[config.mk]
export PLATFORM = sky130hd
export DESIGN_NAME = apb_master_bridge
export DESIGN_NICKNAME = d
export VERILOG_FILES = /design/src/rtl/apb_pkg.sv /design/src/rtl/apb_timeout_counter.sv /design/src/rtl/apb_master_bridge.sv
export SDC_FILE = /design/constraint.sdc
export NUM_CORES = 1
export LEC_CHECK = 0
export ABC_AREA = 1
export CORE_UTILIZATION = 36
export DETAILED_ROUTE_END_ITERATION = 8
export HOLD_SLACK_MARGIN = 0.02
export PLACE_DENSITY = 0.73
export SLEW_MARGIN = 5
export SYNTH_ARGS = -nofsm -noshare
export SYNTH_HDL_FRONTEND = slang
export SYNTH_SLANG_ARGS = --single-unit
[constraint.sdc]
create_clock -name clk -period 1.5 [get_ports clk]
set_clock_uncertainty 0.05 [all_clocks]
set_input_delay 0.3 -clock clk [delete_from_list [all_inputs] [get_ports clk]]
set_output_delay 0.3 -clock clk [all_outputs]
set_load 0.02 [all_outputs]
[src/rtl/apb_pkg.sv]
// rtl/apb_pkg.sv - shared APB types and register-map addresses
package apb_pkg;

  typedef enum logic [1:0] {
    IDLE   = 2'd0,
    SETUP  = 2'd1,
    ACCESS = 2'd2,
    RESP   = 2'd3
  } apb_master_state_e;

  // Register-map offsets common to the register blocks and their benches
  localparam logic [7:0] APB_ADDR_STATUS  = 8'h00;
  localparam logic [7:0] APB_ADDR_CONTROL = 8'h04;
  localparam logic [7:0] APB_ADDR_DATA    = 8'h08;
  localparam logic [7:0] APB_ADDR_CONFIG  = 8'h0C;

endpackage

[src/rtl/apb_timeout_counter.sv]
// rtl/apb_timeout_counter.sv - saturating ACCESS wait-state counter with expiry flag
module apb_timeout_counter #(
  parameter int TIMEOUT_CYCLES = 16
) (
  input  logic clk,
  input  logic rst_n,
  input  logic clear,
  input  logic enable,
  output logic expired
);

  localparam int CW  = (TIMEOUT_CYCLES < 1) ? 1 : $clog2(TIMEOUT_CYCLES + 1);
  localparam int LIM = (TIMEOUT_CYCLES == 0) ? 0 : TIMEOUT_CYCLES - 1;
  localparam logic [CW-1:0] LIMIT = CW'(LIM);
  localparam logic [CW-1:0] MAX   = '1;

  logic [CW-1:0] count;

  // Count stalled ACCESS cycles; hold at all-ones rather than wrap
  always_ff @(posedge clk or negedge rst_n) begin
    if (!rst_n) begin
      count <= '0;
    end else if (clear) begin
      count <= '0;
    end else if (enable && (count != MAX)) begin
      count <= count + 1'b1;
    end
  end

  // The cycle at count == TIMEOUT_CYCLES-1 is the last ACCESS cycle allowed
  assign expired = (TIMEOUT_CYCLES != 0) && (count == LIMIT);

endmodule

[src/rtl/apb_master_bridge.sv]
// rtl/apb_master_bridge.sv - valid/ready command to APB requester bridge with timeout
module apb_master_bridge
  import apb_pkg::*;
#(
  parameter int ADDR_WIDTH     = 8,
  parameter int DATA_WIDTH     = 32,
  parameter int TIMEOUT_CYCLES = 16
) (
  input  logic                  clk,
  input  logic                  rst_n,
  input  logic                  cmd_valid,
  output logic                  cmd_ready,
  input  logic [ADDR_WIDTH-1:0] cmd_addr,
  input  logic                  cmd_write,
  input  logic [DATA_WIDTH-1:0] cmd_wdata,
  output logic                  rsp_valid,
  input  logic                  rsp_ready,
  output logic [DATA_WIDTH-1:0] rsp_rdata,
  output logic                  rsp_err,
  output logic                  rsp_timeout,
  output logic [ADDR_WIDTH-1:0] paddr,
  output logic                  psel,
  output logic                  penable,
  output logic                  pwrite,
  output logic [DATA_WIDTH-1:0] pwdata,
  input  logic [DATA_WIDTH-1:0] prdata,
  input  logic                  pready,
  input  logic                  pslverr
);

  apb_master_state_e state;
  logic              tmo_expired;

  // Only IDLE accepts work; everything else drops cmd_valid on the floor
  assign cmd_ready = (state == IDLE);

  apb_timeout_counter #(
    .TIMEOUT_CYCLES(TIMEOUT_CYCLES)
  ) u_timeout (
    .clk    (clk),
    .rst_n  (rst_n),
    .clear  (state == SETUP),
    .enable ((state == ACCESS) && !pready),
    .expired(tmo_expired)
  );

  // Transfer sequencer; every APB and response output is registered here
  always_ff @(posedge clk or negedge rst_n) begin
    if (!rst_n) begin
      state       <= IDLE;
      paddr       <= '0;
      psel        <= 1'b0;
      penable     <= 1'b0;
      pwrite      <= 1'b0;
      pwdata      <= '0;
      rsp_valid   <= 1'b0;
      rsp_rdata   <= '0;
      rsp_err     <= 1'b0;
      rsp_timeout <= 1'b0;
    end else begin
      case (state)
        IDLE: begin
          if (cmd_valid) begin
            paddr  <= cmd_addr;
            pwrite <= cmd_write;
            pwdata <= cmd_wdata;
            psel   <= 1'b1;
            state  <= SETUP;
          end
        end
        SETUP: begin
          penable <= 1'b1;
          state   <= ACCESS;
        end
        ACCESS: begin
          // A completer answer in the last allowed cycle wins over the timeout
          if (pready) begin
            rsp_rdata   <= pwrite ? '0 : prdata;
            rsp_err     <= pslverr;
            rsp_timeout <= 1'b0;
            psel        <= 1'b0;
            penable     <= 1'b0;
            rsp_valid   <= 1'b1;
            state       <= RESP;
          end else if (tmo_expired) begin
            rsp_rdata   <= '0;
            rsp_err     <= 1'b1;
            rsp_timeout <= 1'b1;
            psel        <= 1'b0;
            penable     <= 1'b0;
            rsp_valid   <= 1'b1;
            state       <= RESP;
          end
        end
        RESP: begin
          if (rsp_ready) begin
            rsp_valid <= 1'b0;
            state     <= IDLE;
          end
        end
        default: state <= IDLE;
      endcase
    end
  end

endmodule

-- Word-level counts from Yosys, hierarchy flattened
Cells that the tools add are included.
- memory bits (read-only): 0
- register bits: 85
- bits in writable memories: 0
- latch bits: 0
- output and inout port bits: 79
- memories kept: 0
- muxes and demuxes: 21
- $mul: 0
- equal/unequal tests: 8
- reduce and logical (&&, ||, !) cells: 15
- add/subtract/negate cells: 1
- bitwise operators: 0
- divide/modulo/power cells: 0
- shift-type cells: 0
- order comparisons: 0
- operator list (kind ; count):
    $mux 32 ; 3
    $mux 5 ; 2
    $reduce_bool 2->1 ; 5
    $reduce_and 3->1 ; 3
    $mux 1 ; 8
    $mux 2 ; 4
    $pmux 2 s4 ; 1
    $pmux 1 s2 ; 3
    $reduce_and 2->1 ; 3
    $add 5x1->5 const B ; 1
    $eq 5x4->1 const B ; 1
    $ne 5x5->1 const B ; 1
    $eq 2x2->1 const B ; 2
    $ne 2x2->1 const B ; 2
    $ne 3x3->1 const B ; 1
    $eq 2x1->1 const B ; 1
    $logic_and 1x1->1 ; 2
    $logic_not 2->1 ; 1
    $logic_not 1->1 ; 1

-- Depth between registers and ports, before layout
- depth after elaboration: 5
- gate-level depth with buffers: 9
- mapped depth without buffers: 9

-- Hierarchy
From an unflattened synthesis, not the netlist that was laid out.
- cells, all modules: 406
- area, all modules: 3651.0 um^2
- by module, submodules not included (module ; area an instance (um^2) ; instances ; seq. area each (um^2) ; cells an instance):
    apb_master_bridge ; 3370.7 ; 1 ; 2001.9 ; 369
    apb_timeout_counter ; 280.3 ; 1 ; 125.1 ; 37

-- Worst setup path before layout
No wires, ideal clock.
- kind: register to register
- from: reg u_timeout.count[0]
- to: reg rsp_timeout
- buffers on the path: 1
- data arrival time: 1451 ps
- clock period less this slack: 1620 ps
- setup time: 119 ps
- path slack: -120 ps
- stages on the path, launching flop included: 9
- cells stage by stage: dfrtp_1 -> ha_1 -> nand2_1 -> nor2_1 -> ha_1 -> o21ai_4 -> buf_6 -> inv_1 -> o21a_1
- longest elaborated chain between the ends: 3
- ends and longest elaborated chain (what ; RTL line ; source):
    start, declared ; apb_timeout_counter.sv:17 ; logic [CW-1:0] count;
    start signal, assigned ; apb_timeout_counter.sv:26 ; count <= count + 1'b1;
    $eq 5x4->1 ; apb_timeout_counter.sv:31 ; assign expired = (TIMEOUT_CYCLES != 0) && (count == LIMIT);
    $reduce_bool 2->1 (no source line) ; -- ;
    $reduce_and 2->1 (no source line) ; -- ;
    end signal, assigned ; apb_master_bridge.sv:59 ; rsp_timeout <= 1'b0;
    end signal, assigned ; apb_master_bridge.sv:80 ; rsp_timeout <= 1'b0;
    end signal, assigned ; apb_master_bridge.sv:88 ; rsp_timeout <= 1'b1;
    end, declared ; apb_master_bridge.sv:20 ; output logic rsp_timeout,
No other way between the ends.
A chain may end at the register's enable or synchronous reset.

-- Final worst setup path
- from: reg u_timeout.count[1]
- to: reg rsp_rdata[2]
- longest elaborated chain between the ends: 3
- ends and longest elaborated chain (what ; RTL line ; source):
    $eq 5x4->1 ; apb_timeout_counter.sv:31 ;
    $reduce_bool 2->1 (no source line) ; -- ;
    $reduce_and 2->1 (no source line) ; -- ;
    end signal, assigned ; apb_master_bridge.sv:78 ; rsp_rdata <= pwrite ? '0 : prdata;
    end, declared ; apb_master_bridge.sv:18 ; output logic [DATA_WIDTH-1:0] rsp_rdata,
No other way between the ends.

==> reports/qor.csv <==
stage,metric,value,unit
floorplan,ioPinCount,158,
logic_synthesis,synth_top_area_frac,0.5980,
global_routing,grt_pass1_vias,3226,
global_routing,antenna_found_initial,0,
status,outcome,"finished, violations left",
logic_synthesis,ys_top_cells_by_count,"202 x nand2_1, 85 x dfrtp_1, 19 x o21ai_1, 14 x inv_1",
timing,rsz0062_at_grt,true,
floorplan,core,0.009415,mm^2
floorplan,die_w,101.4,um
critical_path,path_class,register to register,
place,dp_hpwl,6406,um
cts,cts.clk_slew.worst_paths,0.09,ns
place,io_buffer_count,157,
logic_synthesis,synth_nets,482,
layout,fin_nets,662,
timing,timing.fmax,590.6,MHz
power_and_ir_drop,power_density,1969,mW/mm^2
power_and_ir_drop,p_leak,0.002997,uW
critical_path,cp_max_fo,8,
critical_path,arrival,1.92,ns
power_and_ir_drop,ir_worst_vdd,1.018,mV
layout,drive_gt1_frac,0.1862,
routing,num_vias,3197,
layout,final-seq-area,0.002127,mm^2
critical_path,r2r_setup_slack,-0.19,ns
cts,numClockSinks,85,
power_and_ir_drop,switching_share,0.4141,
timing,min_period_over_period,1.129,
logic_synthesis,synth.most_common_cell,nand2_1,
logic_synthesis,synth-main-ff-cell,dfrtp_1,
critical_path,required,1.72,ns
global_routing,grt_start_max_net_pins,86,
layout,antenna_cells,0,
critical_path,reg2regPathDepth,10,
status,violations,setup timing,
routing,ant_nets,0,
timing,finalMaxSlewViolations,0,
power_and_ir_drop,p_switching,4798,uW
timing,finalHoldViolCount,0,
cts,max-clock-path-buffers,2,
routing,firstDrtPassIters,4,
cts,cts_tree,done,
logic_synthesis,yosys-top-cells-area,"dfrtp_1 60%, nand2_1 21%, o21ai_2 3.0%, ha_1 2.8%, o21ai_1 2.7%",
layout,multi_input_comb_area,0.001464,mm^2
routing,drtIter0Drc,83,
timing,setup_violations,44,
floorplan,dieArea,0.01028,mm^2
logic_synthesis,synthCells,395,
logic_synthesis,synth_edf_count,0,
logic_synthesis,avgSynthCellArea,9.005,um^2
job,maxCapViolations,0,
routing,totalWireLength,9482,um
logic_synthesis,yosysSeqAreaShare,0.5980,
timing,layout_setup_ws,-0.1933,ns
logic_synthesis,synth_largest_area_cell,dfrtp_1,
cts,clockRootBuffer,clkbuf_8,
timing,timing.slew.headroom,0.7034,
worst_hold_path,hp-class,register to register,
floorplan,rows,35,
floorplan,initial_core_util,0.3778,
timing,post-route-min-period,1.693,ns
global_routing,grt_pass1_wl,14880,um
routing,wire_per_inst,13.37,um
routing,drc,0,
place,gp_congestion,0.7703,
power_and_ir_drop,p_seq_frac,0.337,
layout,syn_to_final_growth,65.42,%
logic_synthesis,async_flop_share,1.000,
logic_synthesis,ys_ff_latch,85,
logic_synthesis,netlist_area,0.003557,mm^2
layout,n_fill_cell,785,
cts,cts_buffers,9,
place,pre_cts_ws,-0.1614,ns
routing,viasPerCell,4.509,
global_routing,grtUsageTotal,0.1855,
power_and_ir_drop,internal_power,6789,uW
floorplan,die_y,101.4,um
cts,h-tree-depth,3,
critical_path,start_kind,register,
power_and_ir_drop,combinationalPowerShare,0.508,
global_routing,overflow,0,
timing,worst_slew_pin_slew,0.4449,ns
worst_hold_path,worstHoldPathCells,2,
cts,insertion_delay,0.34,ns
timing,final.setup.tns,-5.614,ns
logic_synthesis,ys_warn_count,0,
power_and_ir_drop,pwr-share-clk,0.156,
logic_synthesis,synth_cell_type_count,21,
critical_path,cp-end-kind,register,
cell families (layout without fill, tap and decap cells):
logic type / after synthesis / count (layout) / share of synthesized area
fa+ha+maj: 8 / 8 / 0.02814
buf+inv: 35 / 220 / 0.05416
flops: 85 / 85 / 0.5980
simple gates: 221 / 221 / 0.2374
xor+xnor: 1 / 1 / 0.002463
compound gates: 45 / 45 / 0.07985
power groups by stage:
stage / registers (uW) / clock network (uW) / logic [uW]
global route: 4030 / 1950 / 6430
global placement: 3910 / 0 / 5890
CTS: 3880 / 1850 / 5530
floorplan: 5140 / 0 / 1830
detailed placement: 3940 / 0 / 6020
finish: 3900 / 1800 / 5880
cells in the final DEF (no fill, tap or decap):
cell type	count
nand2_1	188
dfrtp_1	85
dlygate4sd2_1	78
clkdlybuf4s50_1	77
o21ai_2	26
buf_4	18
o21ai_1	12
nor2_1	10
nand2_2	10
clkbuf_8	10
inv_1	9
buf_12	8
inv_2	5
nand2_4	4
ha_4	4
buf_6	4
nor2_4	3
nand3_4	3
a21oi_1	3
ha_1	3
nand3_2	2
bufinv_16	2
clkinvlp_4	2
clkinv_1	1
o21ai_4	1
inv_4	1
xor2_1	1
o21ai_0	1
nand3_1	1
o21a_1	1
a21oi_2	1
ha_2	1
clkbuf_1	1
clkinv_4	1
clkbuf_16	1
dlygate4sd3_1	1
buf_8	1
area by class of cell:
type / instances / share of cell area
inverters: 16 / 0.01063
flip-flops and latches: 85 / 0.3615
repair buffers: 188 / 0.3134
clock buffers: 11 / 0.02403
clock inverters: 5 / 0.01425
multi-input cells: 275 / 0.2488
well taps: 129 / 0.02743
critical path: stages, from the launching register on:
cell and delay [ns]:
dfrtp_1 0.40, ha_2 0.21, nand2_4 0.07, nor2_4 0.04, ha_4 0.17, o21ai_4 0.17
buf_12 0.15, buf_12 0.11, clkbuf_16 0.15, nand2_2 0.04, o21ai_1 0.06
stage by stage:
stage                     hold WS, ns  std cells  utilization  cell area [um^2]  total power (uW)
after floorplan              -0.04559        395            -              3570              6973
after global placement         0.3210        681       0.5704              5370              9796
after detailed placement       0.3244        681       0.5704              5370              9959
after CTS                      0.4127        704       0.5996              5645             11260
after global routing           0.4322        709       0.6250              5884             12420
final                          0.4256        709       0.6250              5884             11590
sequential cells by signal, indices dropped and copies added (netlist names):
signal           flops
state                2
penable              1
rsp_timeout          1
rsp_valid            1
paddr                8
rsp_err              1
u_timeout.count      5
rsp_rdata           32
pwdata              32
pwrite               1
psel                 1
final timing paths:
check / to / start
worst max register to register: rsp_rdata[2] / u_timeout.count[1]
worst min-delay path: pwdata[21] / pwdata[21]
min in group asynchronous: rsp_rdata[5] / rst_n
worst max-delay path: rsp_rdata[2] / u_timeout.count[1]
max in group asynchronous: pwdata[2] / rst_n
worst min register to register: pwdata[21] / pwdata[21]
per-layer routing:
layer  track usage  vias to the layer above  share of wire
met1        0.2282                     1495           0.41
li1              -                     1577              -
met2        0.3239                      113           0.51
met5             0                        -              0
met3       0.03727                       12          0.061
met4       0.06577                        0          0.014
timing repair:
action,4_1_cts,5_1_grt
setup buffers,5,5
resized for setup,106,48
setup endpoints to repair,123,82
pin swaps,11,18
endpoints found under the hold margin,85,0
cloned,1,2
hold buffers,1,0
No activity file was read; power rests on OpenSTA's default activity.
